===== src/rtl/ping_sequencer_pkg.sv =====
// ping_sequencer_pkg
// Shared definitions for the DVL ping sequencer: h-bridge mode encodings,
// sequencer state encoding, the default carrier divider and the latched
// phase-length bundle.
package ping_sequencer_pkg;

  // h-bridge driver mode bus encodings
  localparam logic [1:0] HB_HIGHZ = 2'b00;
  localparam logic [1:0] HB_DAMP  = 2'b01;
  localparam logic [1:0] HB_OSCL  = 2'b10;

  // 48 MHz system clock / 0.75 MHz carrier
  localparam int CARRIER_DIV = 64;

  typedef enum logic [2:0] {
    PS_IDLE   = 3'd0,
    PS_TX     = 3'd1,
    PS_DAMP   = 3'd2,
    PS_BLANK  = 3'd3,
    PS_LISTEN = 3'd4
  } ps_state_t;

  // Phase lengths as captured when a ping starts
  typedef struct packed {
    logic [15:0] burst;
    logic [15:0] damp;
    logic [15:0] blank;
    logic [15:0] listen;
  } ps_lens_t;

  // Mode driven onto the h-bridge bus while in a given state
  function automatic logic [1:0] hb_of(input ps_state_t s);
    logic [1:0] m;
    m = HB_HIGHZ;
    if (s == PS_TX)   m = HB_OSCL;
    if (s == PS_DAMP) m = HB_DAMP;
    return m;
  endfunction

endpackage


===== src/rtl/ping_sequencer_phase_timer.sv =====
// phase_timer
// Loadable down-counter that times every phase of a ping. It stops at zero
// and holds there until the next load.
// Ports:
//   clk   - system clock
//   rst   - synchronous active-low reset (counter clears to 0)
//   load  - load value this cycle (takes priority over counting)
//   value - count to load (phase length - 1)
//   zero  - counter currently reads 0
module phase_timer
  import ping_sequencer_pkg::*;
#(
  parameter int CNT_W = 24
) (
  input  logic             clk,
  input  logic             rst,
  input  logic             load,
  input  logic [CNT_W-1:0] value,
  output logic             zero
);

  logic [CNT_W-1:0] r_cnt;

  always_ff @(posedge clk) begin
    if (!rst) begin
      r_cnt <= '0;
    end else if (load) begin
      r_cnt <= value;
    end else if (r_cnt != '0) begin
      r_cnt <= r_cnt - CNT_W'(1);
    end
  end

  assign zero = (r_cnt == '0);

endmodule


===== src/rtl/ping_sequencer.sv =====
// ping_sequencer
// Transmit/receive timing controller for one DVL ping:
// IDLE -> TX (carrier burst) -> DAMP -> BLANK -> LISTEN -> IDLE.
// Ports:
//   clk, rst                     - 48 MHz clock, synchronous active-low reset
//   start                        - one-cycle ping request (ignored while busy)
//   abort                        - terminates the ping safely
//   burst_len                    - TX length in carrier periods
//   damp_len/blank_len/listen_len- phase lengths in clk cycles
//   hb_state                     - h-bridge mode bus
//   busy                         - high outside IDLE
//   rx_en                        - receive front-end enable (LISTEN only)
//   done                         - pulse on normal return to IDLE
//   aborted                      - pulse on return to IDLE after an abort
module ping_sequencer
  import ping_sequencer_pkg::*;
#(
  parameter int CNT_W       = 24,
  parameter int CARRIER_DIV = ping_sequencer_pkg::CARRIER_DIV
) (
  input  logic        clk,
  input  logic        rst,
  input  logic        start,
  input  logic        abort,
  input  logic [15:0] burst_len,
  input  logic [15:0] damp_len,
  input  logic [15:0] blank_len,
  input  logic [15:0] listen_len,
  output logic [1:0]  hb_state,
  output logic        busy,
  output logic        rx_en,
  output logic        done,
  output logic        aborted
);

  ps_state_t        r_state;
  ps_state_t        w_next;
  ps_lens_t         r_lens;
  ps_lens_t         w_in_lens;
  ps_lens_t         w_lens;
  logic             r_abort_pend;
  logic             w_pend_set;
  logic             w_adv;
  logic             w_load;
  logic [CNT_W-1:0] w_load_val;
  logic             w_zero;
  logic             w_done_n;
  logic             w_abort_n;
  logic [1:0]       w_hb_n;
  logic             w_busy_n;
  logic             w_rx_n;
  logic [1:0]       r_hb;
  logic             r_busy;
  logic             r_rx_en;
  logic             r_done;
  logic             r_aborted;

  // Length of a phase in clk cycles
  function automatic logic [CNT_W-1:0] phase_len(input ps_state_t s, input ps_lens_t l);
    logic [CNT_W-1:0] n;
    n = '0;
    case (s)
      PS_TX:     n = CNT_W'(l.burst) * CNT_W'(CARRIER_DIV);
      PS_DAMP:   n = CNT_W'(l.damp);
      PS_BLANK:  n = CNT_W'(l.blank);
      PS_LISTEN: n = CNT_W'(l.listen);
      default:   n = '0;
    endcase
    return n;
  endfunction

  // First phase after s whose length is non-zero; IDLE when none remain
  function automatic ps_state_t next_phase(input ps_state_t s, input ps_lens_t l);
    ps_state_t n;
    n = PS_IDLE;
    if      (s == PS_IDLE && l.burst != '0)                         n = PS_TX;
    else if ((s == PS_IDLE || s == PS_TX) && l.damp != '0)          n = PS_DAMP;
    else if ((s == PS_IDLE || s == PS_TX || s == PS_DAMP) &&
             l.blank != '0)                                         n = PS_BLANK;
    else if (s != PS_LISTEN && l.listen != '0)                      n = PS_LISTEN;
    return n;
  endfunction

  assign w_in_lens = '{burst: burst_len, damp: damp_len, blank: blank_len, listen: listen_len};
  // In IDLE the ping about to start is judged on the live inputs, since the
  // shadow registers only capture them on this same edge.
  assign w_lens    = (r_state == PS_IDLE) ? w_in_lens : r_lens;

  phase_timer #(.CNT_W(CNT_W)) u_timer (
    .clk   (clk),
    .rst   (rst),
    .load  (w_load),
    .value (w_load_val),
    .zero  (w_zero)
  );

  assign w_load     = w_adv && (w_next != PS_IDLE);
  assign w_load_val = phase_len(w_next, w_lens) - CNT_W'(1);

  // State register and registered outputs
  always_ff @(posedge clk) begin
    if (!rst) begin
      r_state      <= PS_IDLE;
      r_abort_pend <= 1'b0;
      r_hb         <= HB_HIGHZ;
      r_busy       <= 1'b0;
      r_rx_en      <= 1'b0;
      r_done       <= 1'b0;
      r_aborted    <= 1'b0;
    end else begin
      r_state      <= w_next;
      r_abort_pend <= (w_next == PS_IDLE) ? 1'b0 : (r_abort_pend | w_pend_set);
      r_hb         <= w_hb_n;
      r_busy       <= w_busy_n;
      r_rx_en      <= w_rx_n;
      r_done       <= w_done_n;
      r_aborted    <= w_abort_n;
    end
  end

  // Shadow lengths: captured on every start seen in IDLE
  always_ff @(posedge clk) begin
    if (r_state == PS_IDLE && start) begin
      r_lens <= w_in_lens;
    end
  end

  // Next-state logic; abort has priority over normal advance
  always_comb begin
    w_next     = r_state;
    w_adv      = 1'b0;
    w_pend_set = 1'b0;
    w_done_n   = 1'b0;
    w_abort_n  = 1'b0;
    unique case (r_state)
      PS_IDLE: begin
        if (start && !abort) begin
          w_adv    = 1'b1;
          w_next   = next_phase(PS_IDLE, w_lens);
          w_done_n = (w_next == PS_IDLE);
        end
      end
      PS_TX: begin
        if (abort) begin
          // Never leave the transducer ringing: damp first if a damping time exists
          w_adv = 1'b1;
          if (r_lens.damp != '0) begin
            w_next     = PS_DAMP;
            w_pend_set = 1'b1;
          end else begin
            w_next    = PS_IDLE;
            w_abort_n = 1'b1;
          end
        end else if (w_zero) begin
          w_adv    = 1'b1;
          w_next   = next_phase(PS_TX, r_lens);
          w_done_n = (w_next == PS_IDLE);
        end
      end
      PS_DAMP: begin
        // An abort here only takes effect once damping has completed
        if (w_zero) begin
          w_adv = 1'b1;
          if (r_abort_pend || abort) begin
            w_next    = PS_IDLE;
            w_abort_n = 1'b1;
          end else begin
            w_next   = next_phase(PS_DAMP, r_lens);
            w_done_n = (w_next == PS_IDLE);
          end
        end else if (abort) begin
          w_pend_set = 1'b1;
        end
      end
      PS_BLANK, PS_LISTEN: begin
        if (abort) begin
          w_adv     = 1'b1;
          w_next    = PS_IDLE;
          w_abort_n = 1'b1;
        end else if (w_zero) begin
          w_adv    = 1'b1;
          w_next   = next_phase(r_state, r_lens);
          w_done_n = (w_next == PS_IDLE);
        end
      end
      default: begin
        w_next = PS_IDLE;
      end
    endcase
  end

  // Output decode of the upcoming state, registered above
  always_comb begin
    w_hb_n   = hb_of(w_next);
    w_busy_n = (w_next != PS_IDLE);
    w_rx_n   = (w_next == PS_LISTEN);
  end

  assign hb_state = r_hb;
  assign busy     = r_busy;
  assign rx_en    = r_rx_en;
  assign done     = r_done;
  assign aborted  = r_aborted;

endmodule


===== config.mk =====
export PLATFORM = sky130hd
export DESIGN_NAME = ping_sequencer
export DESIGN_NICKNAME = d
export VERILOG_FILES = /design/src/rtl/ping_sequencer_pkg.sv /design/src/rtl/ping_sequencer_phase_timer.sv /design/src/rtl/ping_sequencer.sv
export SDC_FILE = /design/constraint.sdc
export NUM_CORES = 1
export LEC_CHECK = 0
export CAP_MARGIN = 20
export CORE_MARGIN = 2
export CORE_UTILIZATION = 48
export CTS_CLUSTER_SIZE = 14
export DETAILED_ROUTE_END_ITERATION = 10
export PLACE_DENSITY = 0.75
export SYNTH_ARGS = -nofsm -noshare
export SYNTH_HDL_FRONTEND = slang
export SYNTH_SLANG_ARGS = --single-unit

===== constraint.sdc =====
create_clock -name clk -period 8.5 [get_ports clk]
set_input_delay 1.7 -clock clk [delete_from_list [all_inputs] [get_ports clk]]
set_output_delay 1.7 -clock clk [all_outputs]
set_load 0.01 [all_outputs]

; ---- Yosys cells after proc, flatten, opt, wreduce, memory -nomap -nowiden
; Cells that the tools add are included.
[classes]
muxes = 59
reduce_logical = 33
n_eq_ne = 9
add_sub_neg = 2
bitwise_logic = 2
[op_table]
columns = cell, count
row1 = $reduce_bool A16 Y1, 8
row2 = $pmux W22 S4, 1
row3 = $mux W3, 29
row4 = $mux W64, 1
row5 = $mux W24, 2
row6 = $sub A24 B1 Y24 const B, 2
row7 = $logic_not A24 Y1, 1
row8 = $reduce_bool A24 Y1, 1
row9 = $mux W1, 19
row10 = $logic_not A3 Y1, 6
row11 = $eq A3 B2 Y1 const B, 4
row12 = $pmux W3 S4, 1
row13 = $logic_and A1 B1 Y1, 7
row14 = $eq A3 B1 Y1 const B, 2
row15 = $eq A3 B3 Y1 const B, 2
row16 = $pmux W1 S3, 2
row17 = $reduce_or A2 Y1, 3
row18 = $mux W2, 2
row19 = $pmux W1 S4, 1
row20 = $logic_or A1 B1 Y1, 3
row21 = $ne A3 B3 Y1 const B, 1
row22 = $reduce_bool A3 Y1, 1
row23 = $reduce_or A3 Y1, 1
row24 = $pmux W1 S2, 1
row25 = 4 further kinds, 4
[totals]
reg_bits = 98
wordCells = 118
out_inout_bits = 6

; ---- Longest topological paths before layout
[logic_depth]
depth_word = 17
ltp_mapped = 17
depth_no_buf = 13

; ---- Hierarchy
; From an unflattened synthesis, not the netlist that was laid out.
[unflattened]
cells_unflattened = 591
hier_area_um2 = 5843.1
[by_module_without_submodules]
columns = mod, instances, area_per_inst_um2, cells_each
row1 = ping_sequencer, 1, 4481.8, 429
row2 = phase_timer, 1, 1361.3, 162

; ---- Worst setup path before layout
; OpenSTA, ideal clock, no wires.
[synth_timing]
path_type = input-to-reg
from = in abort
to = reg u_timer.r_cnt[22]
arrival_time_ns = 5.488
stages = 16
t_required_ns = 8.378
setup_time_ns = 0.122
path_slack_ns = 2.890
path_cell_list = clkbuf_1 -> inv_1 -> a21bo_1 -> a31oi_2 -> nand2_1 -> o31ai_1 -> buf_2 -> buf_1 -> buf_1 -> nor2_1 -> a21oi_1 -> ha_1 -> o21ai_0 -> or4b_1 -> or4_1 -> mux2i_1
[synth_between]
elab_chain_cells = 8
elab_cells_between_ends = 22
classes_between = 1 x add/sub / 4 x eq/ne / 11 x mux / 6 x reduce/logical
[synth_lines]
columns = element, line
row1 = start: declaration, ping_sequencer.sv:24  ; input logic abort,
row2 = $logic_or A1 B1 Y1 / $logic_not A1 Y1 (equally long branches), "ping_sequencer.sv:164, ping_sequencer.sv:137"
row3 = $mux W3 / $logic_and A1 B1 Y1 (equally long branches), "ping_sequencer.sv:164, ping_sequencer.sv:137"
row4 = "$mux W3, on equally long branches", "ping_sequencer.sv:162, ping_sequencer.sv:137"
row5 = $pmux W3 S4, ping_sequencer.sv:135  ; unique case (r_state)
row6 = "$eq A3 B3 Y1, or another cell as far along", ping_sequencer.sv:62  ; case (s)
row7 = $pmux W22 S4, ping_sequencer.sv:62
row8 = $sub A24 B1 Y24, ping_sequencer.sv:98  ; assign w_load_val = phase_len(w_next, w_lens) - CNT_W'(1);
row9 = $mux W24, ping_sequencer_phase_timer.sv:27  ; end else if (load) begin
row10 = end signal: assignment, ping_sequencer_phase_timer.sv:28  ; r_cnt <= value;
row11 = end signal: assignment, ping_sequencer_phase_timer.sv:30  ; r_cnt <= r_cnt - CNT_W'(1);
row12 = end: declaration, ping_sequencer_phase_timer.sv:22  ; logic [CNT_W-1:0] r_cnt;
; Several ways; a longest one is shown, not always the timed one.
; A chain may end at the register's enable or synchronous reset.

; ---- Worst setup path in the final report
[layout_timing]
from = in burst_len[12]
to = reg u_timer.r_cnt[22]
[layout_between]
elab_chain_cells = 11
elab_cells_between_ends = 17
classes_between = 1 x add/sub / 4 x eq/ne / 8 x mux / 4 x reduce/logical
[layout_lines]
columns = element, line
row1 = start: declaration, ping_sequencer.sv:25  ; input logic [15:0] burst_len,
row2 = $mux W64 (*), ping_sequencer.sv:87  ; assign w_lens = (r_state == PS_IDLE) ? w_in_lens : r_lens;
row3 = $reduce_bool A16 Y1, ping_sequencer.sv:76  ; if (s == PS_IDLE && l.burst != '0) n = PS_TX;
row4 = $mux W3, ping_sequencer.sv:76
row5 = $mux W3, ping_sequencer.sv:137  ; if (start && !abort) begin
row6 = $mux W3, ping_sequencer.sv:135
row7 = $mux W3, ping_sequencer.sv:137
row8 = $pmux W3 S4, ping_sequencer.sv:135
row9 = "$eq A3 B3 Y1, or another cell as far along", ping_sequencer.sv:62
row10 = $pmux W22 S4, ping_sequencer.sv:62
row11 = $sub A24 B1 Y24, ping_sequencer.sv:98
row12 = $mux W24, ping_sequencer_phase_timer.sv:27
; Mark *: on every way between the ends. The rest lies on a longest branch, timed or not. The select of a mux whose other input is x is not followed.

==> key figures <==
Timing
  • Final slew viol count: 0
  • Maximum clock rate: between 0.15 and 0.2 GHz
  • TNS Setup: 0 ps
  • Hold Vio Cnt, Final: 0
  • Tcrit/Tclk final: 0.774
  • Setup violators final: 0
  • Minimum clock period after layout: 6580 ps
  • RSZ-0062 raised after global routing: false
  • Clock Skews: 11.1 ps
  • Max transition margin: 0.276
  • Worst-Margin Slew: about 1100 ps

Worst setup path
  • Startpoint class of the critical path: input port
  • Required @ worst endpoint: roughly 8700 ps
  • Worst reg2reg startpoint: r_state[0]$_SDFF_PN0_
  • CP Cell Sequence: clkdlybuf4s50_1 > nor4_1 > nand4_1 > or4_1 > o32a_1 > and2_1 > a31oi_4 > nand3b_1 > o21ai_0 > ha_1 > o21ai_0 > or4b_1 > or4_1 > mux2i_1
  • RR Endpoint: u_timer.r_cnt[22]$_SDFFE_PN0P_
  • CP Capture Type: flop
  • Reg2Reg Setup Slack: around 2900 ps
  • Arr. time, crit path: a little under 7000 ps
  • Crit Path Max Fanout: 22
  • Critical path class: in -> reg
  • Worst path max stage delay: approximately 650 ps
  • CP endpoint: u_timer.r_cnt[22]$_SDFFE_PN0P_
  • Critical path startpoint: burst_len[12]
  • FF-to-FF path depth: 14
  • Worst path slowest cell: a31oi_4

Routing
  • Vias: between 5,000 and 6,000
  • Via-to-Cell Ratio: roughly 6.6
  • DRC: 0
  • Drt initial violations: 577
  • DR WL/cell: ~22 um
  • ANT nets after route: 0
  • DR pass1 iterations: 5
  • Detailed Route WL: ~17 mm

Power
  • Maximum vdd drop: ~130 uV
  • PwrDens: 268 mW/mm2
  • Leakage Power: between 2 and 2.5 nW
  • Total power: approximately 1.8 mW

Floorplanning
  • Die height: ~110 um
  • Core Box Area: 0.0113 mm2
  • Die area: 0.0123 mm2
  • Initial Util: 0.486
  • Ports: 74
  • FP Rows: 39
  • Die width: 111 um

Yosys
  • Seq/Total Area, Yosys: 0.473
  • Synth Flop Type: edfxtp_1
  • Mapped Nets: 630
  • Synthesized area per cell: 9.81 um2
  • Post-synth EDFFs: 64
  • Synthesized area: roughly 0.0055 mm2
  • Ys async rst share: 0
  • FF+latch count, synth: 98
  • Yosys Warn Count: 0
  • Cells after synthesis: 561
  • Synth cell types: ~70

CTS
  • Reg clk slew, reported paths: around 70 ps
  • CTS tree: done
  • Clock Latency Late Sink: approximately 350 ps
  • Clock tree buffer depth: 2
  • TritonCTS Sinks: 98
  • Setup Fix Bufs, Post-CTS: 0
  • # hold bufs at CTS: 0
  • CTS Buf Count: 9
  • # H-tree levels: 3
  • CTS Root Cell: clkbuf_16
  • Count of cells resized by post-cts repair: 0

Job
  • Max-cap violations: 0

Placed design
  • RePlAce Congestion: 0.911
  • DP HPWL: about 12 mm
  • DP Cell Count: 753
  • Placed Area: roughly 0.0063 mm2
  • Buffers on Ports: between 70 and 80

Cells and area
  • Area Growth Syn to Fin: 20.3%
  • Most common cell after layout, fill and taps aside: clkdlybuf4s50_1
  • Number of fill cells: ~1,000
  • Count of non-filler cells in the finished layout: between 700 and 800
  • Fin nets: approximately 700
  • Final Core Density: 0.585
  • Final instance area: ~0.0066 mm2
  • Layout cells sized above 1: 0.0559
  • Most frequent cells in the layout: clkdlybuf4s50_1 (73), edfxtp_1 (64), nand2_1 (57)
  • Ant diodes: 0

GRT
  • Overflow after GRT: 0
  • Initial antenna violation count: 0
  • First-pass GRT wire length: approximately 27 mm
  • All-Layer GR Usage: 0.275
  • Vias in the first global route: between 4,000 and 5,000
  • Largest net degree at the start of global routing: 65

Status
  • Status: complete, no violations

Hold path
  • Hold Path Class: reg -> reg
==> sequential cells by signal (all words and copies together), names as in the netlist <==
| name | flops |
|---|---|
| aborted | 1 |
| r_state | 3 |
| hb_state | 2 |
| u_timer.r_cnt | 24 |
| r_abort_pend | 1 |
| done | 1 |
| busy | 1 |
| rx_en | 1 |
| r_lens | 64 |
==> cell usage after synthesis (3+ instances only) <==
master     instances  area share
or3_1              5      0.0057
edfxtp_1          64        0.35
and4_1             4      0.0064
o21ai_0           28       0.025
o22a_1             3      0.0048
a21oi_1           29       0.026
clkbuf_1          19       0.013
a2bb2oi_1          3      0.0048
a211oi_1           9       0.012
o211ai_1           5      0.0068
o31ai_1           10       0.014
o21a_1             5      0.0068
a22oi_1            4      0.0055
a32oi_1            3      0.0048
nand3_1           12       0.011
a21boi_0           6      0.0082
nor3_1            20       0.018
a311oi_1           4      0.0064
nor2_1            50       0.034
nand4_1           10       0.011
dfxtp_1           34        0.12
mux2i_1           31       0.056
nand2b_1          10       0.011
and2_1             9       0.010
o32ai_1            3      0.0048
a21o_1             4      0.0055
o22ai_1            4      0.0045
xnor2_1            5      0.0080
xor2_1             4      0.0064
buf_2              7      0.0064
o32a_1             9       0.016
buf_1              3      0.0020
or4_1              5      0.0068
nand2_1           57       0.039
nor4_1            35       0.040
nor3b_1            4      0.0055
==> worst min-delay path by stage <==
| stage | startpoint | end | slack (ps) | depth (start not counted) |
|---|---|---|---|---|
| after global placement | u_timer.r_cnt[23]$_SDFFE_PN0P_ | u_timer.r_cnt[23]$_SDFFE_PN0P_ | 440 | 2 |
| after floorplan | u_timer.r_cnt[23]$_SDFFE_PN0P_ | u_timer.r_cnt[23]$_SDFFE_PN0P_ | 420 | 2 |
| final | u_timer.r_cnt[23]$_SDFFE_PN0P_ | u_timer.r_cnt[23]$_SDFFE_PN0P_ | 470 | 2 |
| after CTS | u_timer.r_cnt[23]$_SDFFE_PN0P_ | u_timer.r_cnt[23]$_SDFFE_PN0P_ | 470 | 2 |
| after global routing | u_timer.r_cnt[23]$_SDFFE_PN0P_ | u_timer.r_cnt[23]$_SDFFE_PN0P_ | 490 | 2 |
| after detailed placement | u_timer.r_cnt[23]$_SDFFE_PN0P_ | u_timer.r_cnt[23]$_SDFFE_PN0P_ | 460 | 2 |
==> metrics by stage <==
step	setup WS (ps)	hold WS, ps
2_1_floorplan	2890	424
3_3_place_gp	1790	436
3_5_place_dp	1690	460
4_1_cts	2010	471
5_1_grt	1700	490
6_report	1920	468
==> area by class of cell <==
class / instances / area [um2] / share of cell area
Clock buffer: 11 / 233 / 0.0352
Timing Repair Buffer: 81 / 791 / 0.119
Sequential cell: 98 / 2600 / 0.393
Inverter: 2 / 7.51 / 0.00113
Tap cell: 143 / 179 / 0.0270
Clock inverter: 5 / 53.8 / 0.00813
Multi-Input combinational cell: 429 / 2750 / 0.416
==> worst max-delay path: cells and delay by family <==
family	cells	cell delay [ps]
fa+ha+maj	1	320
compound gates	4	1170
simple gates	7	3030
mux	1	140
buf+inv	1	430
==> cells by family (layout without fill, tap and decap cells) <==
family,count (synthesis),in the layout,share of synthesized area
AO/OA/AOI/OAI,149,149,0.193
XOR/XNOR,9,9,0.0143
adder cells (fa/ha/maj),1,1,0.00227
buffers and inverters,34,99,0.0277
flip-flops,98,98,0.473
multiplexers,34,34,0.0666
AND/OR/NAND/NOR,236,236,0.223
==> per-layer routing <==
layer	vias to the layer above	track usage	part of all wire
met2	287	0.461	0.48
li1	2324	-	-
met3	38	0.0503	0.084
met4	0	0.0757	0.023
met1	2430	0.369	0.41
met5	-	0	0
==> power breakdown <==
part	leakage, nW	switching [mW]	internal [mW]
registers	0.895	0.0497	0.596
clock network	0.144	0.181	0.228
logic	1.33	0.447	0.271
total	2.37	0.678	1.10
No activity file was read; power rests on OpenSTA's default activity.
